$ cat src/rtl/pipeline_controller.sv
// Stall/bubble sequencer for the five-stage pipeline: load-use bubbles, memory freezes, halt drain.
// Optional stalled-cycle counter enabled by defining PIPE_STALL_COUNTER_EN.
//
// state  | meaning
// RUN    | normal issue; load-use bubble or memory freeze as needed
// DRAIN  | fetch held, NOPs injected while in-flight work retires
// HALTED | all stage registers held until resume

module pipeline_controller #(
  parameter int         DRAIN_CYCLES = 4,
  parameter logic [1:0] LOAD_SELECT  = 2'b01
) (
  input  logic        clk,
  input  logic        reset,
  input  logic [31:0] id_instr,
  input  logic        exe_GPR_we,
  input  logic [4:0]  exe_GPR_waddr,
  input  logic [1:0]  exe_GPR_wdata_select,
  input  logic        mem_req,
  input  logic        mem_ready,
  input  logic        halt_req,
  input  logic        resume,
  output logic        pc_ena,
  output logic        if_id_ena,
  output logic        id_exe_ena,
  output logic        exe_mem_ena,
  output logic        mem_wb_ena,
  output logic        id_bubble,
  output logic        halted,
  output logic [31:0] stall_count
);

  typedef enum logic [1:0] {
    ST_RUN    = 2'd0,
    ST_DRAIN  = 2'd1,
    ST_HALTED = 2'd2
  } state_t;

  localparam logic [3:0] DRAIN_LOAD = 4'(DRAIN_CYCLES - 1);

  state_t     state_q, state_d;
  logic [3:0] drain_cnt_q, drain_cnt_d;

  logic [4:0] id_rs;
  logic [4:0] id_rt;
  logic       lu;
  logic       mem_wait;
  logic       unused_instr_bits;

  assign id_rs = id_instr[25:21];
  assign id_rt = id_instr[20:16];
  assign unused_instr_bits = ^{id_instr[31:26], id_instr[15:0]};

  assign lu = exe_GPR_we
            & (exe_GPR_wdata_select == LOAD_SELECT)
            & (exe_GPR_waddr != 5'd0)
            & ((exe_GPR_waddr == id_rs) | (exe_GPR_waddr == id_rt));

  assign mem_wait = mem_req & ~mem_ready;

  always_ff @(posedge clk or negedge reset) begin
    if (!reset) begin
      state_q     <= ST_RUN;
      drain_cnt_q <= 4'd0;
    end else begin
      state_q     <= state_d;
      drain_cnt_q <= drain_cnt_d;
    end
  end

  always_comb begin
    state_d     = state_q;
    drain_cnt_d = drain_cnt_q;
    pc_ena      = 1'b1;
    if_id_ena   = 1'b1;
    id_exe_ena  = 1'b1;
    exe_mem_ena = 1'b1;
    mem_wb_ena  = 1'b1;
    id_bubble   = 1'b0;
    halted      = 1'b0;

    case (state_q)
      ST_RUN: begin
        if (mem_wait) begin
          // a halt request arriving during a freeze is dropped
          pc_ena      = 1'b0;
          if_id_ena   = 1'b0;
          id_exe_ena  = 1'b0;
          exe_mem_ena = 1'b0;
          mem_wb_ena  = 1'b0;
        end else begin
          if (lu) begin
            pc_ena    = 1'b0;
            if_id_ena = 1'b0;
            id_bubble = 1'b1;
          end
          if (halt_req) begin
            state_d     = ST_DRAIN;
            drain_cnt_d = DRAIN_LOAD;
          end
        end
      end

      ST_DRAIN: begin
        pc_ena    = 1'b0;
        if_id_ena = 1'b0;
        if (mem_wait) begin
          id_exe_ena  = 1'b0;
          exe_mem_ena = 1'b0;
          mem_wb_ena  = 1'b0;
        end else begin
          id_bubble = 1'b1;
          if (drain_cnt_q == 4'd0) begin
            state_d = ST_HALTED;
          end else begin
            drain_cnt_d = drain_cnt_q - 4'd1;
          end
        end
      end

      ST_HALTED: begin
        pc_ena      = 1'b0;
        if_id_ena   = 1'b0;
        id_exe_ena  = 1'b0;
        exe_mem_ena = 1'b0;
        mem_wb_ena  = 1'b0;
        halted      = 1'b1;
        if (resume) begin
          state_d = ST_RUN;
        end
      end

      default: begin
        state_d     = ST_RUN;
        drain_cnt_d = 4'd0;
      end
    endcase
  end

`ifdef PIPE_STALL_COUNTER_EN
  logic [31:0] stall_count_q, stall_count_d;

  always_comb begin
    stall_count_d = stall_count_q;
    if (!pc_ena && (state_q != ST_HALTED)) begin
      stall_count_d = stall_count_q + 32'd1;
    end
  end

  always_ff @(posedge clk or negedge reset) begin
    if (!reset) begin
      stall_count_q <= 32'd0;
    end else begin
      stall_count_q <= stall_count_d;
    end
  end

  assign stall_count = stall_count_q;
`else
  assign stall_count = 32'h0;
`endif

endmodule

$ cat config.mk
export PLATFORM = sky130hd
export DESIGN_NAME = pipeline_controller
export DESIGN_NICKNAME = d
export VERILOG_FILES = /design/src/rtl/pipeline_controller.sv
export SDC_FILE = /design/constraint.sdc
export NUM_CORES = 1
export LEC_CHECK = 0
export CAP_MARGIN = 15
export CORE_AREA = 2 2 55 62
export DETAILED_ROUTE_END_ITERATION = 8
export DIE_AREA = 0 0 57 64
export PLACE_DENSITY = 0.74
export RECOVER_POWER = 50
export SKIP_LAST_GASP = 1
export SYNTH_ARGS = -nofsm -noshare
export SYNTH_HDL_FRONTEND = slang
export SYNTH_SLANG_ARGS = --single-unit
$ cat constraint.sdc
create_clock -name clk -period 2.09 [get_ports clk]
set_input_delay 0.418 -clock clk [delete_from_list [all_inputs] [get_ports clk]]
set_output_delay 0.418 -clock clk [all_outputs]
set_load 0.05 [all_outputs]
After elaboration in Yosys (flattened, before gate mapping). Index checks and enable logic that the tools add are counted.

Register bits: 6. Bits of input ports: 46. Output and inout bits: 39. Logic and storage cells: 48.

Add/sub/neg operators: 1. Equal/unequal tests: 11. Muxes and demuxes: 20. Bitwise gates (word level): 7. Reduce and logical (&&, ||, !) cells: 7.

Operators by type and width (number): $mux 4 (4); $ne 2x2->1 const B (6); $pmux 4 s3 (1); $eq 5x5->1 (2); $mux 2 (5); $reduce_and 5->1 (2); $mux 1 (6); $pmux 1 s2 (3); $pmux 2 s3 (1); $reduce_bool 5->1 (1); $and 1x1->1 (4); $eq 2x1->1 const B (2); $logic_not 4->1 (1); $reduce_or 2->1 (2); $sub 4x1->4 const B (1); $eq 2x2->1 const B (1); $logic_not 2->1 (1); $not 1->1 (2); $or 1x1->1 (1).

Logic depth before layout (Yosys ltp). Gate-level depths: netlist of the first run.

Word-level depth: 7. Gate-level depth with buffers: 6. Depth with buffers taken out: 6.

Worst setup path before layout of the first run. Ideal clock, no wire load.

Kind: reg2out. Start point: register state_q[1]. End point: output id_bubble. Arrival time: 2.596 ns. Data required time: 1.672 ns. Setup slack: -0.924 ns. Stages on the path, launching flop included: 6. Buffers on the path: 1. Path through: dfrtp_1 inv_1 ha_1 buf_1 nand4b_1 o41ai_1.

Cells in the longest elaborated chain, start to end: 2. Elaborated cells between the ends (all ways): 3. Classes of those cells: eq/ne (1); mux (1); reduce/logical (1).

Ends and longest elaborated chain: start, declared (line 41) `state_t state_q, state_d;`; start signal, assigned (line 66) `state_q <= state_d;`; $eq 2x1->1 or $logic_not 2->1 (tied branches) (line 82) `case (state_q)`; $pmux 1 s2 (*) (line 82); end, declared (line 28) `output logic id_bubble,`.

Every way passes the cells marked *; elsewhere a longest branch is shown, timed or not.

Worst setup path after layout of the first run.
Start point: input id_instr[21]. End point: output id_bubble.

Cells in the longest elaborated chain, start to end: 6.

Ends and longest elaborated chain: start, declared (line 15) `input logic [31:0] id_instr,`; $eq 5x5->1 (line 57) `& ((exe_GPR_waddr == id_rs) | (exe_GPR_waddr == id_rt));`; $or 1x1->1 (line 57); $and 1x1->1 (line 57); $mux 1 (line 92) `if (lu) begin`; $mux 1 (line 84) `if (mem_wait) begin`; $pmux 1 s2 (line 82).

Every way passes these cells.

==> summary.md, run 1 <==
| Metric | Value |
|---|---|
| Data arrival time of the critical path | `1.67 ns` |
| Clock latency reported for the late side of the worst-skew pair | `0.25 ns` |
| Drt wl/cell | `10.8 um` |
| Post-route DRC | `0` |
| Final cell utilization of the core | `43.1%` |
| Post-synthesis cell count | `107` |
| Critical path class | `in2out` |
| First-pass GRT wire length | `3190 um` |
| Cell type contributing the most total cell area after synthesis | `buf_4` |
| Most used DFF post-synth | `dfrtp_1` |
| Hold Crit Class | `in2async` |
| Post-route setup TNS | `-0.00126 ns` |
| Unrepaired setup endpoints after global routing | `yes` |
| CTS buffer count | `3` |
| Total GRT Usage | `10.9%` |
| Maximum number of pins on one net before global-route repair | `8` |
| Outcome | `finished with violations` |
| #FFs+latches synth | `6` |
| Placeable core region | `0.00300 mm^2` |
| Top cell types by occurrence after synthesis | `35 x buf_4, 10 x xor2_1, 8 x a21oi_1, 7 x inv_1` |
| Net total in the final layout | `201` |
| Library cell with the highest instance count after synthesis | `buf_4` |
| Starting density of the core | `29.0%` |
| Synth unique cells | `31` |
| H-tree level count | `1` |
| Worst setup slack after placement | `-0.392 ns` |
| Final Wtd Congestion | `0.759` |
| Proportion of netlist area held by the largest area contributor | `30.2%` |
| Fin cells | `182` |
| CP max FO | `2` |
| DRC violation total after the first TritonRoute iteration | `28` |
| Antenna fix cells | `0` |
| Number of vias after detailed routing | `811` |
| Yosys warnings | `0` |
| Pwr/cell area | `1510 mW/mm^2` |
| Final period demand of the worst path | `2.09 ns` |
| Post-DP Area | `0.00121 mm^2` |
| Vias per cell | `4.46` |
| Number of antenna violations at the first check in global routing | `0` |
| FMAX | `0.478 GHz` |
| Hold buffer count at cts | `0` |
| Count of port buffers added during placement | `30` |
| Cell area after synthesis | `870 um^2` |
| Count of nets left with antenna violations after detail routing | `0` |
| Maximum Capacitance Violations | `0` |
| Post-route standard cell area excluding fillers | `0.00129 mm^2` |
| Endpoints failing setup | `1` |
| Detailed-router iteration count before antenna repair | `4` |
| Inst Count DP | `174` |
| Die area | `0.00365 mm^2` |
| Final count of hold timing violations | `0` |
| Critical Path Start Type | `input port` |
| Failing checks | `setup timing` |
| Final critical-path setup slack | `-0.00126 ns` |
| Cell types occupying the most area after synthesis | `buf_4 30%, dfrtp_1 17%, xor2_1 10%` |
| Total grt overflow | `0` |
| Clock Tree Root | `clkbuf_4` |
| DIE WIDTH | `57 um` |
| Die boundary height | `64 um` |
| Maximum vdd ir drop | `1260 uV` |
| Part of the Yosys area used for sequential elements | `17.3%` |
| Share of final-layout standard cells stronger than drive strength 1 | `28.4%` |
| Number of flops mapped to enable cells by yosys | `0` |
| Per-instance average area after synthesis | `8.13 um^2` |
| Worst-case clock skew | `0.0122 ns` |
| Data required time at the worst endpoint | `1.67 ns` |
| Via count of the first global-routing pass | `766` |
| Final Cycle Share | `100%` |
| Final Max Slew Viols | `0` |
| Clock tree from TritonCTS | `built` |
| Clock input transition at the sequential cells of the worst setup and hold paths | `0.05 ns` |
| Buffer depth of the longest clock path | `2` |
| Clock tree sinks | `6` |
| Site row count | `21` |
| HPWL after DPL | `1600 um` |
| WL final | `1960 um` |
| Proportion of synthesized flip-flops having asynchronous set or reset | `100%` |
| Area overhead of the layout relative to synthesis | `48.6%` |
| Crit path capture type | `primary output` |
| Leakage power summed over all cells | `0.636 nW` |
| Count of boundary I/O pins | `85` |
[path summary, 6_finish.rpt]
path	start	endpoint	slack, ns	cells after the start
max in group asynchronous	reset	drain_cnt_q[1]	1.38	1
worst max-delay path	id_instr[21]	id_bubble	-0.001	6
min in group clk	drain_cnt_q[1]	drain_cnt_q[1]	0.52	1
worst min-delay path	reset	drain_cnt_q[2]	0.48	1
worst min register to register	drain_cnt_q[1]	drain_cnt_q[1]	0.52	1
worst max register to register	state_q[0]	drain_cnt_q[1]	0.24	6
[metal layers]
layer	GRT usage (%)	wire length (um)	up-vias
met3	4.25	186	2
met4	4.65	12	0
met1	11.2	713	381
li1	-	-	381
met2	19.4	1040	47
met5	0	0	-
[layout make-up]
cell class	instances	area (um^2)
well taps	34	42.5
flip-flops and latches	6	150
fillers	305	1700
inverters	7	26.3
multi-input cells	89	631
clock buffers	3	22.5
repair buffers	43	420
[worst max-delay path, stage by stage]
cell           delay (ns)
dlygate4sd2_1        0.24
xor2_1               0.14
nor3_2               0.18
a22oi_2              0.13
o41ai_4              0.38
buf_12               0.18
[layout by cell type (no fill, tap or decap), drive strengths merged, types with 2 or more instances in the layout]
cell and n:
clkbuf 6, dlygate4sd2 7, dfrtp 6, ha 5
a21oi 8, nand4b 2, nor3 3, clkdlybuf4s50 7
inv 7, clkdlybuf4s15 4, o32a 2, o21ai 2
conb 32, xor2 10, buf 21, nor2 6
or4 2
[where the power goes]
group / internal (W) / leakage [nW] / switching [W] / total [W]
logic: 0.000721 / 0.548 / 0.000892 / 0.00161
registers: 0.000177 / 0.0746 / 0.0000469 / 0.000224
clock network: 0.0000652 / 0.0138 / 0.0000460 / 0.000111
[logic make-up after synthesis]
group	share of synthesized area, %
muxes	1.15
and+or+nand+nor	15.4
buffers and inverters	33.7
xor gates and xnor gates	10.1
DFF	17.3
adders and majority gates	7.19
other	0.431
AOI/OAI and AO/OA	14.8
[flip-flops by register name, summed over array words and instances (netlist names)]
register,flops
drain_cnt_q,4
state_q,2
[stage by stage]
stage	total power (W)	hold WS [ns]
finish	0.00195	0.477
detailed placement	0.00173	0.520
global route	0.00206	0.495
global placement	0.00170	0.502
CTS	0.00189	0.408
floorplan	0.00124	0.122
[timing repair]
item                       CTS  global route
gates resized for setup     33            10
pin swaps                   11             8
setup endpoints to repair    3             7
buffers inserted             3             2
No activity file was read; power rests on OpenSTA's default activity.
==> run 2: changes to the inputs <==
Settings changed: CAP_MARGIN 15 to default, CORE_AREA 2 2 55 62 to 2 2 57 59, DIE_AREA 0 0 57 64 to 0 0 59 61, PLACE_DENSITY 0.74 to 0.76.
==> run 2 against run 1 <==
Compared with the run above:
- the run still ends with setup timing left
- via count decreased by 3.9%
- critical path depth is the same
- final cell count down 1.6%
- final area shrank 0.68%
- critical path type is now reg2out
- critical endpoint unchanged
- highest routed layer unchanged
==> summary.md, run 2 (same netlist as run 1, synthesis figures left out) <==
| Metric | Value |
|---|---|
| Share of final-layout standard cells stronger than drive strength 1 | `29.5%` |
| Maximum vdd ir drop | `638 uV` |
| DRC violation total after the first TritonRoute iteration | `17` |
| Clock tree from TritonCTS | `built` |
| Hold Crit Class | `in2async` |
| Antenna fix cells | `0` |
| Maximum number of pins on one net before global-route repair | `8` |
| Endpoint of the most critical setup path | `id_bubble` |
| Inst Count DP | `173` |
| Critical Path Start Type | `flip-flop` |
| Placeable core region | `0.00295 mm^2` |
| Critical Path Source | `state_q[0]` |
| Site row count | `20` |
| Leakage power summed over all cells | `0.631 nW` |
| WL final | `2000 um` |
| Launching point of the worst reg2reg path | `drain_cnt_q[0]` |
| Cells on worst reg2reg path | `6` |
| Final period demand of the worst path | `2.13 ns` |
| Critical path class | `reg2out` |
| Clock Tree Root | `clkbuf_4` |
| Data arrival time of the critical path | `1.71 ns` |
| Register-to-register path setup slack | `0.25 ns` |
| Number of antenna violations at the first check in global routing | `0` |
| Number of vias after detailed routing | `779` |
| Endpoints failing setup | `1` |
| HPWL after DPL | `1600 um` |
| Largest register by flop count | `drain_cnt_q` |
| DIE WIDTH | `59 um` |
| Worst r2r dst | `state_q[1]` |
| Slew of the pin with the lowest slew margin | `0.512 ns` |
| Buffer depth of the longest clock path | `2` |
| Final cell utilization of the core | `43.5%` |
| Final Wtd Congestion | `0.720` |
| Unrepaired setup endpoints after global routing | `yes` |
| Clock input transition at the sequential cells of the worst setup and hold paths | `0.05 ns` |
| FMAX | `0.471 GHz` |
| Biggest regs | `drain_cnt_q (4), state_q (2)` |
| Final Cycle Share | `102%` |
| CTS buffer count | `3` |
| First-pass GRT wire length | `2730 um` |
| Highest-count cells in the layout ignoring fill and taps | `32 x conb_1, 10 x buf_4, 9 x xor2_1` |
| Maximum Capacitance Violations | `0` |
| Starting density of the core | `29.4%` |
| Vias per cell | `4.35` |
| Max FFs per register | `4` |
| Worst-case clock skew | `0.00174 ns` |
| Clock latency reported for the late side of the worst-skew pair | `0.25 ns` |
| Total GRT Usage | `9.96%` |
| Die area | `0.00360 mm^2` |
| Crit path capture type | `primary output` |
| Final critical-path setup slack | `-0.0352 ns` |
| Drt wl/cell | `11.2 um` |
| H-tree level count | `1` |
| Die boundary height | `61 um` |
| Clock tree sinks | `6` |
| Most common cell after layout, fill and taps aside | `conb_1` |
| Count of port buffers added during placement | `30` |
| Post-route DRC | `0` |
| Detailed-router iteration count before antenna repair | `4` |
| Rel. slew slack | `65.9%` |
| Final Max Slew Viols | `0` |
| Data required time at the worst endpoint | `1.67 ns` |
| Net total in the final layout | `199` |
| Fill cell instance count of the final layout | `296` |
| Post-route setup TNS | `-0.0352 ns` |
| Area overhead of the layout relative to synthesis | `47.6%` |
| Fin cells | `179` |
| CP max FO | `3` |
| Final count of hold timing violations | `0` |
| Total grt overflow | `0` |
| Count of nets left with antenna violations after detail routing | `0` |
| Outcome | `finished with violations` |
| Pwr/cell area | `1500 mW/mm^2` |
| Failing checks | `setup timing` |
| Via count of the first global-routing pass | `632` |
| Count of boundary I/O pins | `85` |
## run 2: cell type report
cell class	count	area (um^2)	share of cell area [%]
Multi-Input combinational cell	89	617	48.1
Timing Repair Buffer	41	427	33.2
Sequential cell	6	150	11.7
Tap cell	33	41.3	3.22
Inverter	7	26.3	2.05
Clock buffer	3	22.5	1.75
## run 2: repair_timing
action / in CTS / in global routing
resized for setup: 33 / 13
setup buffers: 2 / 1
hold buffers: 0 / 0
pin swaps: 11 / 7
setup endpoints to repair: 3 / 6
## run 2: how the worst min path moves through the flow
| stage | start | endpoint | slack (ns) | cells after the start |
|---|---|---|---|---|
| after global routing | reset | drain_cnt_q[3] | 0.50 | 1 |
| after detailed placement | drain_cnt_q[1] | drain_cnt_q[1] | 0.51 | 1 |
| final | reset | drain_cnt_q[2] | 0.49 | 1 |
| after floorplan | reset | drain_cnt_q[0] | 0.12 | 0 |
| after CTS | reset | drain_cnt_q[2] | 0.42 | 1 |
| after global placement | drain_cnt_q[3] | drain_cnt_q[3] | 0.51 | 2 |
## run 2: report_power, final
| group | leakage, nW | internal [W] | switching, W |
|---|---|---|---|
| Sequential | 0.0746 | 0.000177 | 0.0000447 |
| Combinational | 0.542 | 0.000718 | 0.000871 |
| Clock | 0.0138 | 0.0000653 | 0.0000469 |
## run 2: metrics by stage
stage | area [um^2] | hold WS (ns) | setup slack, ns | total power [W]
2_1_floorplan | 1020 | 0.122 | 0.0411 | 0.00124
3_3_place_gp | 1220 | 0.508 | -0.364 | 0.00172
3_5_place_dp | 1220 | 0.509 | -0.369 | 0.00175
4_1_cts | 1270 | 0.424 | -0.0139 | 0.00189
5_1_grt | 1280 | 0.498 | -0.0779 | 0.00202
6_report | 1280 | 0.489 | -0.0352 | 0.00192
## run 2: per-layer routing
| metal | GRT usage, % | vias up | wire [um] |
|---|---|---|---|
| li1 | - | 377 | - |
| met1 | 11.4 | 369 | 764 |
| met2 | 18.4 | 31 | 1120 |
| met3 | 1.71 | 2 | 113 |
| met4 | 3.90 | 0 | 8 |
| met5 | 0 | - | 0 |
## run 2: critical path: stages (launching register included)
cell and delay, ns:
dfrtp_1 0.39, inv_2 0.09, ha_2 0.19, nand4b_1 0.16
buf_4 0.19, o41ai_4 0.26, buf_12 0.18
==> run 3: changes to the inputs <==
Settings changed: PLACE_DENSITY 0.76 to 0.8.
Clock period 2.09 ns to 2.3 ns, I/O delays scaled along.
==> run 3 against run 2 <==
Compared with the run above:
- the flow now finishes without violations
- core utilization fell by 3.3 points
- clock power fell by 9.8%
- sequential share of layout area rose by 0.98 points
- clock-buffer cell count did not move
- total power fell by 16%
- routed wire length fell by 12%
- setup slack improved by 0.12 ns
- final cell count fell by 4.5%
- highest routed layer unchanged
==> summary.md, run 3 (same netlist as run 1, synthesis figures left out) <==
| Metric | Value |
|---|---|
| Antenna fix cells | `0` |
| Clock input transition at the sequential cells of the worst setup and hold paths | `0.05 ns` |
| DRC violation total after the first TritonRoute iteration | `32` |
| Count of port buffers added during placement | `30` |
| Via count of the first global-routing pass | `646` |
| Unrepaired setup endpoints after global routing | `no` |
| Buffer depth of the longest clock path | `2` |
| Maximum Capacitance Violations | `0` |
| Most common cell after layout, fill and taps aside | `conb_1` |
| Clock latency reported for the late side of the worst-skew pair | `0.25 ns` |
| Pwr Total | `0.00161 W` |
| Number of antenna violations at the first check in global routing | `0` |
| CP max FO | `2` |
| Site row count | `20` |
| Count of boundary I/O pins | `85` |
| Final Cycle Share | `96.4%` |
| Area overhead of the layout relative to synthesis | `36.3%` |
| Count of nets left with antenna violations after detail routing | `0` |
| Max FFs per register | `4` |
| H-tree level count | `1` |
| Biggest regs | `drain_cnt_q (4), state_q (2)` |
| Die area | `0.00360 mm^2` |
| Slowest cell delay on critical path | `0.33 ns` |
| Highest-count cells in the layout ignoring fill and taps | `32 x conb_1, 9 x xor2_1, 8 x a21oi_1, 7 x inv_1, 7 x clkdlybuf4s50_1` |
| Final Max Slew Viols | `0` |
| WL final | `1760 um` |
| Clock tree from TritonCTS | `built` |
| Clock tree sinks | `6` |
| CTS buffer count | `3` |
| Data required time at the worst endpoint | `1.84 ns` |
| Hold Crit Class | `in2async` |
| Clock Tree Root | `clkbuf_4` |
| Post-DP Area | `0.00115 mm^2` |
| Die boundary height | `61 um` |
| Critical Path Start Type | `input port` |
| Final Wtd Congestion | `0.828` |
| Slew of the pin with the lowest slew margin | `0.597 ns` |
| Storage element area | `150 um^2` |
| Rel. slew slack | `60.4%` |
| Largest register by flop count | `drain_cnt_q` |
| Critical path class | `in2out` |
| Maximum number of pins on one net before global-route repair | `9` |
| Maximum vdd ir drop | `590 uV` |
| Post-route standard cell area excluding fillers | `0.00118 mm^2` |
| Total GRT Usage | `8.95%` |
| Worst-case clock skew | `0.00725 ns` |
| Crit path capture type | `primary output` |
| Leakage power summed over all cells | `0.585 nW` |
| HPWL after DPL | `1370 um` |
| First-pass GRT wire length | `2510 um` |
| Net total in the final layout | `191` |
| Buffer count from post-CTS setup fixing | `0` |
| DIE WIDTH | `59 um` |
| Detailed-router iteration count before antenna repair | `5` |
| Data arrival time of the critical path | `1.76 ns` |
| Endpoints failing setup | `0` |
| Worst path cell trace | `dlygate4sd2_1 -> xor2_1 -> nor3_2 -> a22oi_2 -> o41ai_2 -> bufbuf_16` |
| Total grt overflow | `0` |
| Final period demand of the worst path | `2.22 ns` |
| Vias per cell | `4.36` |
| Number of vias after detailed routing | `745` |
| Drt wl/cell | `10.3 um` |
| Post-route DRC | `0` |
| Standard cell with the maximum stage delay on the critical path | `bufbuf_16` |
| Share of final-layout standard cells stronger than drive strength 1 | `22.5%` |
| Hold_ws | `0.522 ns` |
| FMAX | `0.451 GHz` |
| Final count of hold timing violations | `0` |
| Starting density of the core | `29.4%` |
| Outcome | `finished, final reports clean` |
| Area used by multi-input combinational logic | `598 um^2` |
| Placeable core region | `0.00295 mm^2` |
| Pwr/cell area | `1360 mW/mm^2` |
| Fill cell instance count of the final layout | `296` |
==> run 3: cell types whose count changed in the layout (fill, tap and decap cells not counted), sizes merged <==
cell and delta:
bufbuf +1, clkdlybuf4s15 -3, buf -12, clkbuf +5
dlygate4sd2 +1
==> run 3: timing repair <==
action | CTS | global route
hold buffers | 0 | 0
gates resized for setup | 26 | 16
endpoints found under the setup margin | 3 | 3
pin swaps | 7 | 8
==> run 3: final timing paths <==
| path | cells past startpoint | start | slack (ns) | end |
|---|---|---|---|---|
| hold reg to reg | 1 | drain_cnt_q[1] | 0.53 | drain_cnt_q[1] |
| setup reg to reg | 6 | state_q[1] | 0.32 | drain_cnt_q[0] |
| min in group clk | 1 | drain_cnt_q[1] | 0.53 | drain_cnt_q[1] |
| max in group asynchronous | 1 | reset | 1.55 | state_q[1] |
| setup / recovery | 6 | id_instr[25] | 0.08 | id_bubble |
| hold / removal | 1 | reset | 0.52 | drain_cnt_q[3] |
==> run 3: through the flow <==
stage / setup TNS, ns / utilization (%) / setup WS, ns / instances
2_1_floorplan: -0.111 / - / -0.0978 / 138
3_3_place_gp: -0.601 / 38.9 / -0.236 / 168
3_5_place_dp: -0.621 / 38.9 / -0.253 / 168
4_1_cts: 0 / 40.5 / 0.0111 / 171
5_1_grt: 0 / 40.1 / 0.00645 / 171
6_report: 0 / 40.1 / 0.0833 / 171
==> run 3: layer usage <==
layer | track usage [%] | vias up | wire, um
met5 | 0 | - | 0
met4 | 1.30 | 0 | 10
met3 | 2.99 | 2 | 168
met2 | 16.8 | 52 | 904
met1 | 10.0 | 331 | 671
li1 | - | 360 | -
==> run 3: cell type report <==
class	instances	share of cell area [%]
tap	33	3.48
multi-input combinational	89	50.5
timing repair buffer	33	29.3
clock buffer	3	1.90
inverter	7	2.22
sequential	6	12.7
==> run 3: critical path: cells and delay by family <==
| kind | cells | cell delay [ns] |
|---|---|---|
| buf+inv | 2 | 0.57 |
| compound gates | 2 | 0.44 |
| simple gates | 1 | 0.15 |
| xor+xnor | 1 | 0.14 |
==> run 3: where the power goes <==
group / total [W] / switching (W) / internal, W / leakage (nW)
combinational: 0.00130 / 0.000734 / 0.000570 / 0.496
sequential: 0.000209 / 0.0000484 / 0.000161 / 0.0746
clock: 0.000101 / 0.0000418 / 0.0000593 / 0.0138
